$ cat config.mk
export PLATFORM = sky130hd
export DESIGN_NAME = cmp_arbiter
export DESIGN_NICKNAME = d
export VERILOG_FILES = /design/src/rtl/cmp_arbiter.sv
export SDC_FILE = /design/constraint.sdc
export NUM_CORES = 1
export LEC_CHECK = 0
export CORE_AREA = 2 2 94 96
export DETAILED_ROUTE_END_ITERATION = 8
export DIE_AREA = 0 0 96 98
export GPL_ROUTABILITY_DRIVEN = 1
export PLACE_DENSITY_LB_ADDON = 0.25
export SLEW_MARGIN = 20
export SYNTH_ARGS = -nofsm -noshare
export SYNTH_HDL_FRONTEND = slang
export SYNTH_SLANG_ARGS = --single-unit
$ cat constraint.sdc
create_clock -name clk -period 11.4 [get_ports clk]
set_input_delay 1.71 -clock clk [delete_from_list [all_inputs] [get_ports clk]]
set_output_delay 1.71 -clock clk [all_outputs]
set_load 0.005 [all_outputs]
$ cat src/rtl/cmp_arbiter.sv
// cmp_arbiter: round-robin arbiter in front of one shared
// unsigned eq/lt/gt compare stage with tagged, held results.
//
// Ports:
//   clk, rst      rising-edge clock, sync active-high reset
//   req_valid     per-requester request valid (NREQ bits)
//   req_ready     one-hot grant, combinational in IDLE
//   req_a, req_b  packed operands, slice i = [i*WIDTH +: WIDTH]
//   rsp_valid     result valid, held until rsp_ready
//   rsp_ready     consumer accepts the result
//   rsp_id        requester index of the result
//   rsp_eq/lt/gt  registered compare flags
module cmp_arbiter #(
  parameter int NREQ  = 4,
  parameter int WIDTH = 20,
  parameter int ID_W  = $clog2(NREQ)
) (
  input  logic                  clk,
  input  logic                  rst,
  input  logic [NREQ-1:0]       req_valid,
  output logic [NREQ-1:0]       req_ready,
  input  logic [NREQ*WIDTH-1:0] req_a,
  input  logic [NREQ*WIDTH-1:0] req_b,
  output logic                  rsp_valid,
  input  logic                  rsp_ready,
  output logic [ID_W-1:0]       rsp_id,
  output logic                  rsp_eq,
  output logic                  rsp_lt,
  output logic                  rsp_gt
);

  typedef enum logic [1:0] {
    IDLE,
    CMP,
    RESP
  } state_t;

  state_t           state_q, state_d;
  logic [ID_W-1:0]  ptr_q, ptr_d;
  logic [ID_W-1:0]  op_id_q, op_id_d;
  logic [WIDTH-1:0] op_a_q, op_a_d;
  logic [WIDTH-1:0] op_b_q, op_b_d;
  logic             rsp_valid_q, rsp_valid_d;
  logic [ID_W-1:0]  rsp_id_q, rsp_id_d;
  logic             rsp_eq_q, rsp_eq_d;
  logic             rsp_lt_q, rsp_lt_d;
  logic             rsp_gt_q, rsp_gt_d;

  logic             grant_vld;
  logic [ID_W-1:0]  grant_idx;
  logic [ID_W-1:0]  cand;
  logic             cmp_eq;
  logic             cmp_lt;

  // Scan from ptr upward, wrapping; first valid wins.
  always_comb begin
    grant_vld = 1'b0;
    grant_idx = '0;
    cand      = '0;
    for (int k = 0; k < NREQ; k++) begin
      cand = ID_W'((int'(ptr_q) + k) % NREQ);
      if (!grant_vld && req_valid[cand]) begin
        grant_vld = 1'b1;
        grant_idx = cand;
      end
    end
  end

  always_comb begin
    req_ready = '0;
    if (!rst && state_q == IDLE && grant_vld)
      req_ready[grant_idx] = 1'b1;
  end

  // The single shared comparator; gt is derived.
  assign cmp_eq = (op_a_q == op_b_q);
  assign cmp_lt = (op_a_q < op_b_q);

  always_comb begin
    state_d     = state_q;
    ptr_d       = ptr_q;
    op_id_d     = op_id_q;
    op_a_d      = op_a_q;
    op_b_d      = op_b_q;
    rsp_valid_d = rsp_valid_q;
    rsp_id_d    = rsp_id_q;
    rsp_eq_d    = rsp_eq_q;
    rsp_lt_d    = rsp_lt_q;
    rsp_gt_d    = rsp_gt_q;
    if (rst) begin
      state_d     = IDLE;
      ptr_d       = '0;
      rsp_valid_d = 1'b0;
      rsp_id_d    = '0;
      rsp_eq_d    = 1'b0;
      rsp_lt_d    = 1'b0;
      rsp_gt_d    = 1'b0;
    end else begin
      unique case (state_q)
        IDLE: begin
          if (grant_vld) begin
            op_a_d  = req_a[grant_idx*WIDTH +: WIDTH];
            op_b_d  = req_b[grant_idx*WIDTH +: WIDTH];
            op_id_d = grant_idx;
            state_d = CMP;
          end
        end
        CMP: begin
          rsp_eq_d    = cmp_eq;
          rsp_lt_d    = cmp_lt;
          rsp_gt_d    = !cmp_eq && !cmp_lt;
          rsp_id_d    = op_id_q;
          rsp_valid_d = 1'b1;
          state_d     = RESP;
        end
        RESP: begin
          if (rsp_ready) begin
            rsp_valid_d = 1'b0;
            // Next search starts just past the served requester.
            if (rsp_id_q == ID_W'(NREQ - 1))
              ptr_d = '0;
            else
              ptr_d = rsp_id_q + ID_W'(1);
            state_d = IDLE;
          end
        end
        default: state_d = IDLE;
      endcase
    end
  end

  always_ff @(posedge clk) begin
    state_q     <= state_d;
    ptr_q       <= ptr_d;
    op_id_q     <= op_id_d;
    op_a_q      <= op_a_d;
    op_b_q      <= op_b_d;
    rsp_valid_q <= rsp_valid_d;
    rsp_id_q    <= rsp_id_d;
    rsp_eq_q    <= rsp_eq_d;
    rsp_lt_q    <= rsp_lt_d;
    rsp_gt_q    <= rsp_gt_d;
  end

  assign rsp_valid = rsp_valid_q;
  assign rsp_id    = rsp_id_q;
  assign rsp_eq    = rsp_eq_q;
  assign rsp_lt    = rsp_lt_q;
  assign rsp_gt    = rsp_gt_q;

endmodule

==> results_dict.tcl, run 1 <==
set metrics [dict create \
    first_iter_violations 46 \
    max-cap-violations 0 \
    post_cts_buffers 0 \
    route.detailed.drc 0 \
    die-area_mm2 0.00941 \
    io_pins 177 \
    grt_pass1_wl_um 13100 \
    end_kind "output port" \
    syn_area_mm2 0.00366 \
    cts.path.max_buffers 2 \
    synth.top_cell.area_share 0.344 \
    cp_slowest_stage_delay_ns 0.58 \
    whs_endpoint "rsp_valid" \
    dpl.hpwl_um 6540 \
    design.core.area_mm2 0.00847 \
    grt_max_degree 47 \
    dr.pass1.iters 4 \
    hold_viol 0 \
    grt_usage 0.173 \
    ir_worst_vdd_v 0.0000635 \
    min_path_type "register to register" \
    numCtsBuffers 5 \
    cp_num_buf_inv 3 \
    synth-edff-count 42 \
    start_util 0.433 \
    worstReg2RegStart "ptr_q[0]" \
    area_growth_syn_to_layout_pct 50.8 \
    critPathTopFamily "buffers and inverters" \
    nFillCells 680 \
    cts_max_level 2 \
    cp_max_fo 45 \
    pre_cts_ws_ns 5.67 \
    fp-row-count 34 \
    placed_area_mm2 0.00541 \
    wl_um 7990 \
    synthCells 303 \
    reg2reg_depth 7 \
    post-synth-top-area-cell "edfxtp_1" \
    r2r_end "op_b_q[14]" \
    crit_arrival_ns 4.01 \
    setup_slack_ns 5.68 \
    status "finished clean" \
    period_minus_slack_ns 5.72 \
    gp_congestion 0.823 \
    die_w_um 96 \
    fin_area_mm2 0.00552 \
    vias 2872 \
    crit_slowest_cell "buf_4" \
    tightest_slew_ns 0.711 \
    slew_headroom 0.526 \
    cts_resized 0 \
    nets 662 \
    yosysUniqueCellTypes 39 \
    vias_per_cell 4.93 \
    cts_sinks 52 \
    antenna_found_initial 0 \
    period_share 0.502 \
    async_reset_ff_frac 0 \
    fin_util 0.652 \
    die_y_um 98 \
    overflow 0 \
    synth_warnings 0 \
    cp-start-kind "primary input" \
    num_antenna_cells 0 \
    cts.hold.buffers_added 0 \
    p_leak_uw 0.00213 \
    avgRoutedWirePerCell_um 13.7 \
    root_buffer "clkbuf_8" \
    ant_nets 0 \
    worstPathCellList "clkdlybuf4s50_1, mux2i_1, nor2_1, nor3_4, buf_4, and3_1, clkdlybuf4s50_1" \
    reg2reg_setup_slack_ns 8.66 \
    cts_tree "yes" \
    slew_viol_final 0 \
    yosysMostFrequentCell "mux2i_1" \
    setup_violations 0 \
    worstHoldPathCells 2 \
    syn_nets 491 \
    cp.depth 7 \
    yosys-top-cells-area "edfxtp_1 (34%), mux2i_1 (34%), ha_1 (7.2%)" \
    port_buffers 176 \
    synth_seq_cells 52 \
    finalSetupTns_ns 0 \
    synth_ff_type "edfxtp_1" \
    required_ns 9.69 \
    min_from "rsp_valid" \
    critPathKind "primary input to output port" \
    grt_pass1_vias 3080 \
    power_density_mw_per_mm2 94.9 \
    fmax_mhz 175 \
    yosysSeqAreaShare 0.399 \
    synth_common_cells "mux2i_1 (124), edfxtp_1 (42), inv_1 (22), ha_1 (21), a21oi_1 (16)" \
    crit_top_cell "clkdlybuf4s50_1" \
    clk_pin_slew_ns 0.09 \
    avgSynthCellArea_um2 12.1 \
    rsz0062_at_grt "false" \
    finClkSkew_ns 0.00474 \
    insertion_delay_ns 0.29 \
    drive_gt1_frac 0.0421 \
]
where the power goes:
group	total, µW	leakage (µW)	internal [µW]	switching, µW
combinational	166	0.00160	101	66.0
sequential	236	0.000479	230	6.79
clock	121	0.0000503	64.7	56.3
total	524	0.00213	395	129
flip-flops by register name (all words and copies together) (netlist names):
name / count
op_a_q: 20
state_q: 2
rsp_lt: 1
rsp_id: 2
rsp_eq: 1
rsp_valid: 1
ptr_q: 2
op_id_q: 2
rsp_gt: 1
op_b_q: 20
worst register-to-register path: cells and delay by family, from the launching register on:
| kind | cells | cell delay [ns] |
|---|---|---|
| buffers and inverters | 3 | 1.34 |
| AOI/OAI and AO/OA | 2 | 0.31 |
| DFF | 1 | 0.38 |
| muxes | 2 | 0.43 |
cell type report:
type	count	area, µm²	area share
clock inverters	3	42.5	0.00770
repair buffers	180	1790	0.324
clock buffers	5	68.8	0.0125
multi-input cells	213	1940	0.351
well taps	108	135	0.0245
inverters	22	82.6	0.0150
flip-flops and latches	52	1460	0.265
stage by stage:
stage | hold WS [ns] | cells | power, µW
after CTS | 0.470 | 583 | 531
after floorplan | 0.453 | 303 | 335
after detailed placement | 0.457 | 575 | 410
after global placement | 0.464 | 575 | 406
after global routing | 0.492 | 583 | 556
final | 0.464 | 583 | 524
worst max-delay path by stage:
stage / from / end / slack (ns)
6_report: req_valid[2] / req_ready[3] / 5.68
5_1_grt: req_valid[2] / req_ready[3] / 5.53
4_1_cts: req_valid[2] / req_ready[3] / 5.67
3_5_place_dp: req_valid[2] / req_ready[3] / 5.67
3_3_place_gp: req_valid[2] / req_ready[3] / 5.75
2_1_floorplan: rst / req_ready[0] / 3.01
cells in the final DEF (no fill, tap or decap), types with 4 or more instances in the layout:
cell             instances
clkbuf_8                 5
edfxtp_1                42
nor2_1                   8
mux2i_1                124
nand2_1                  8
dfxtp_1                 10
inv_1                   22
a21oi_1                 16
clkdlybuf4s50_1        176
ha_1                    21
nand4_1                  4
buf_4                    4
cell families (layout without fill, tap and decap cells):
| logic type | Yosys count | count (layout) | synth area share |
|---|---|---|---|
| compound gates | 28 | 28 | 0.0533 |
| fa+ha+maj | 21 | 21 | 0.0717 |
| buf+inv | 38 | 210 | 0.0745 |
| flops | 52 | 52 | 0.399 |
| mux | 124 | 124 | 0.339 |
| simple gates | 40 | 40 | 0.0625 |
routing by layer:
layer,vias up,GRT usage,share of wire
li1,1473,-,-
met5,-,0,0
met1,1299,0.206,0.40
met4,0,0.0473,0.011
met2,94,0.319,0.54
met3,6,0.0216,0.048
Power figures use the tool's default switching activity.
==> run 2, diff against run 1 <==
- CORE_AREA: 2 2 94 96 -> 2 2 97 99
- DIE_AREA: 0 0 96 98 -> 0 0 99 101
- clock period: 11.4 -> 5.8 ns (I/O delays scaled with it)
==> results_dict.tcl, run 2 (synthesis results as in run 1) <==
set metrics [dict create \
    status "finished clean" \
    max-cap-violations 0 \
    final_common_cell "clkdlybuf4s50_1" \
    cts.hold.buffers_added 0 \
    insertion_delay_ns 0.30 \
    setup_slack_ns 1.82 \
    avgRoutedWirePerCell_um 13.8 \
    period_minus_slack_ns 3.98 \
    die-area_mm2 0.0100 \
    reg_top3 "op_a_q (20), op_b_q (20)" \
    numCtsBuffers 5 \
    worstPathCellList "clkdlybuf4s50_1, nor4_4, buf_4, nand2_1, nor2_1, clkdlybuf4s50_1" \
    min_path_type "register to register" \
    route.detailed.drc 0 \
    num_antenna_cells 0 \
    cp-start-kind "primary input" \
    area_growth_syn_to_layout_pct 50.6 \
    drive_gt1_frac 0.0399 \
    p_leak_uw 0.00213 \
    cts_tree "yes" \
    vias_per_cell 4.86 \
    dr.pass1.iters 4 \
    clk_pin_slew_ns 0.09 \
    port_buffers 176 \
    cts_max_level 2 \
    crit_top_cell "clkdlybuf4s50_1" \
    die_y_um 101 \
    start_util 0.408 \
    rsz0062_at_grt "false" \
    crit_slowest_cell "clkdlybuf4s50_1" \
    cts.path.max_buffers 2 \
    cp_slowest_stage_delay_ns 0.65 \
    cp_max_fo 43 \
    period_share 0.686 \
    die_w_um 99 \
    first_iter_violations 52 \
    fp-row-count 35 \
    io_pins 177 \
    slew_viol_final 0 \
    fmax_mhz 251 \
    cts_sinks 52 \
    root_buffer "clkbuf_8" \
    finClkSkew_ns 0.0113 \
    tightest_slew_ns 0.696 \
    grt_pass1_wl_um 13200 \
    grt_usage 0.162 \
    design.core.area_mm2 0.00898 \
    end_kind "output port" \
    pre_cts_ws_ns 1.79 \
    overflow 0 \
    gp_congestion 0.718 \
    cp_num_buf_inv 3 \
    crit_arrival_ns 3.11 \
    hold_viol 0 \
    nets 663 \
    post_cts_buffers 0 \
    final_cell_mix "clkdlybuf4s50_1 (176), mux2i_1 (124), edfxtp_1 (42), inv_1 (22), ha_1 (21)" \
    setup_violations 0 \
    ant_nets 0 \
    grt_max_degree 46 \
    finalSetupTns_ns 0 \
    dpl.hpwl_um 6720 \
    critPathKind "primary input to output port" \
    slew_headroom 0.536 \
    finalPower_uw 990 \
    power_density_mw_per_mm2 179 \
    ir_worst_vdd_v 0.000100 \
    required_ns 4.93 \
    cts_resized 0 \
    fin_util 0.614 \
    grt_pass1_vias 2993 \
    vias 2850 \
    critPathTopFamily "buffers and inverters" \
    wl_um 8090 \
    antenna_found_initial 0 \
]
run 2: cell count changes in the layout (fill, tap and decap cells not counted):
cell	delta
buf_4	+1
bufinv_16	-1
clkbuf_1	+1
clkinv_1	+1
clkinvlp_2	-1
nor4_2	-1
nor4_4	+1
run 2: per-stage QoR:
stage / std cells / hold slack (ns) / cell area [µm²]
4_1_cts: 587 / 0.469 / 5520
2_1_floorplan: 303 / 0.453 / 3670
3_3_place_gp: 579 / 0.443 / 5430
3_5_place_dp: 579 / 0.456 / 5430
5_1_grt: 587 / 0.493 / 5520
6_report: 587 / 0.465 / 5520
run 2: cell type report:
class	instances	area [µm²]
timing repair buffer	181	1800
inverter	22	82.6
tap	111	139
fill	744	3460
multi-input combinational	213	1950
clock buffer	6	72.6
sequential	52	1460
clock inverter	2	11.3
run 2: path summary, 6_finish.rpt:
| kind | slack, ns | to | from | depth (start not counted) |
|---|---|---|---|---|
| worst max-delay path | 1.82 | req_ready[1] | rst | 6 |
| worst max register to register | 3.70 | op_b_q[19] | ptr_q[0] | 6 |
| worst min-delay path | 0.47 | rsp_valid | rsp_valid | 2 |
| worst min register to register | 0.47 | rsp_valid | rsp_valid | 2 |
run 2: report_power, final:
part	total, µW	switching, µW	internal (µW)
Combinational	329	130	199
Sequential	465	13.9	451
Clock	196	112	83.9
run 2: worst min-delay path, stage by stage (launching register included):
cell and delay (ns):
dfxtp_1 0.32, nand2_1 0.05, a21oi_1 0.05
run 2: routing by layer:
layer | part of all wire | vias to the layer above | global-route usage
li1 | - | 1472 | -
met1 | 0.41 | 1277 | 0.186
met3 | 0.063 | 4 | 0.0374
met2 | 0.52 | 97 | 0.298
met5 | 0 | - | 0
met4 | 0.0070 | 0 | 0.0474
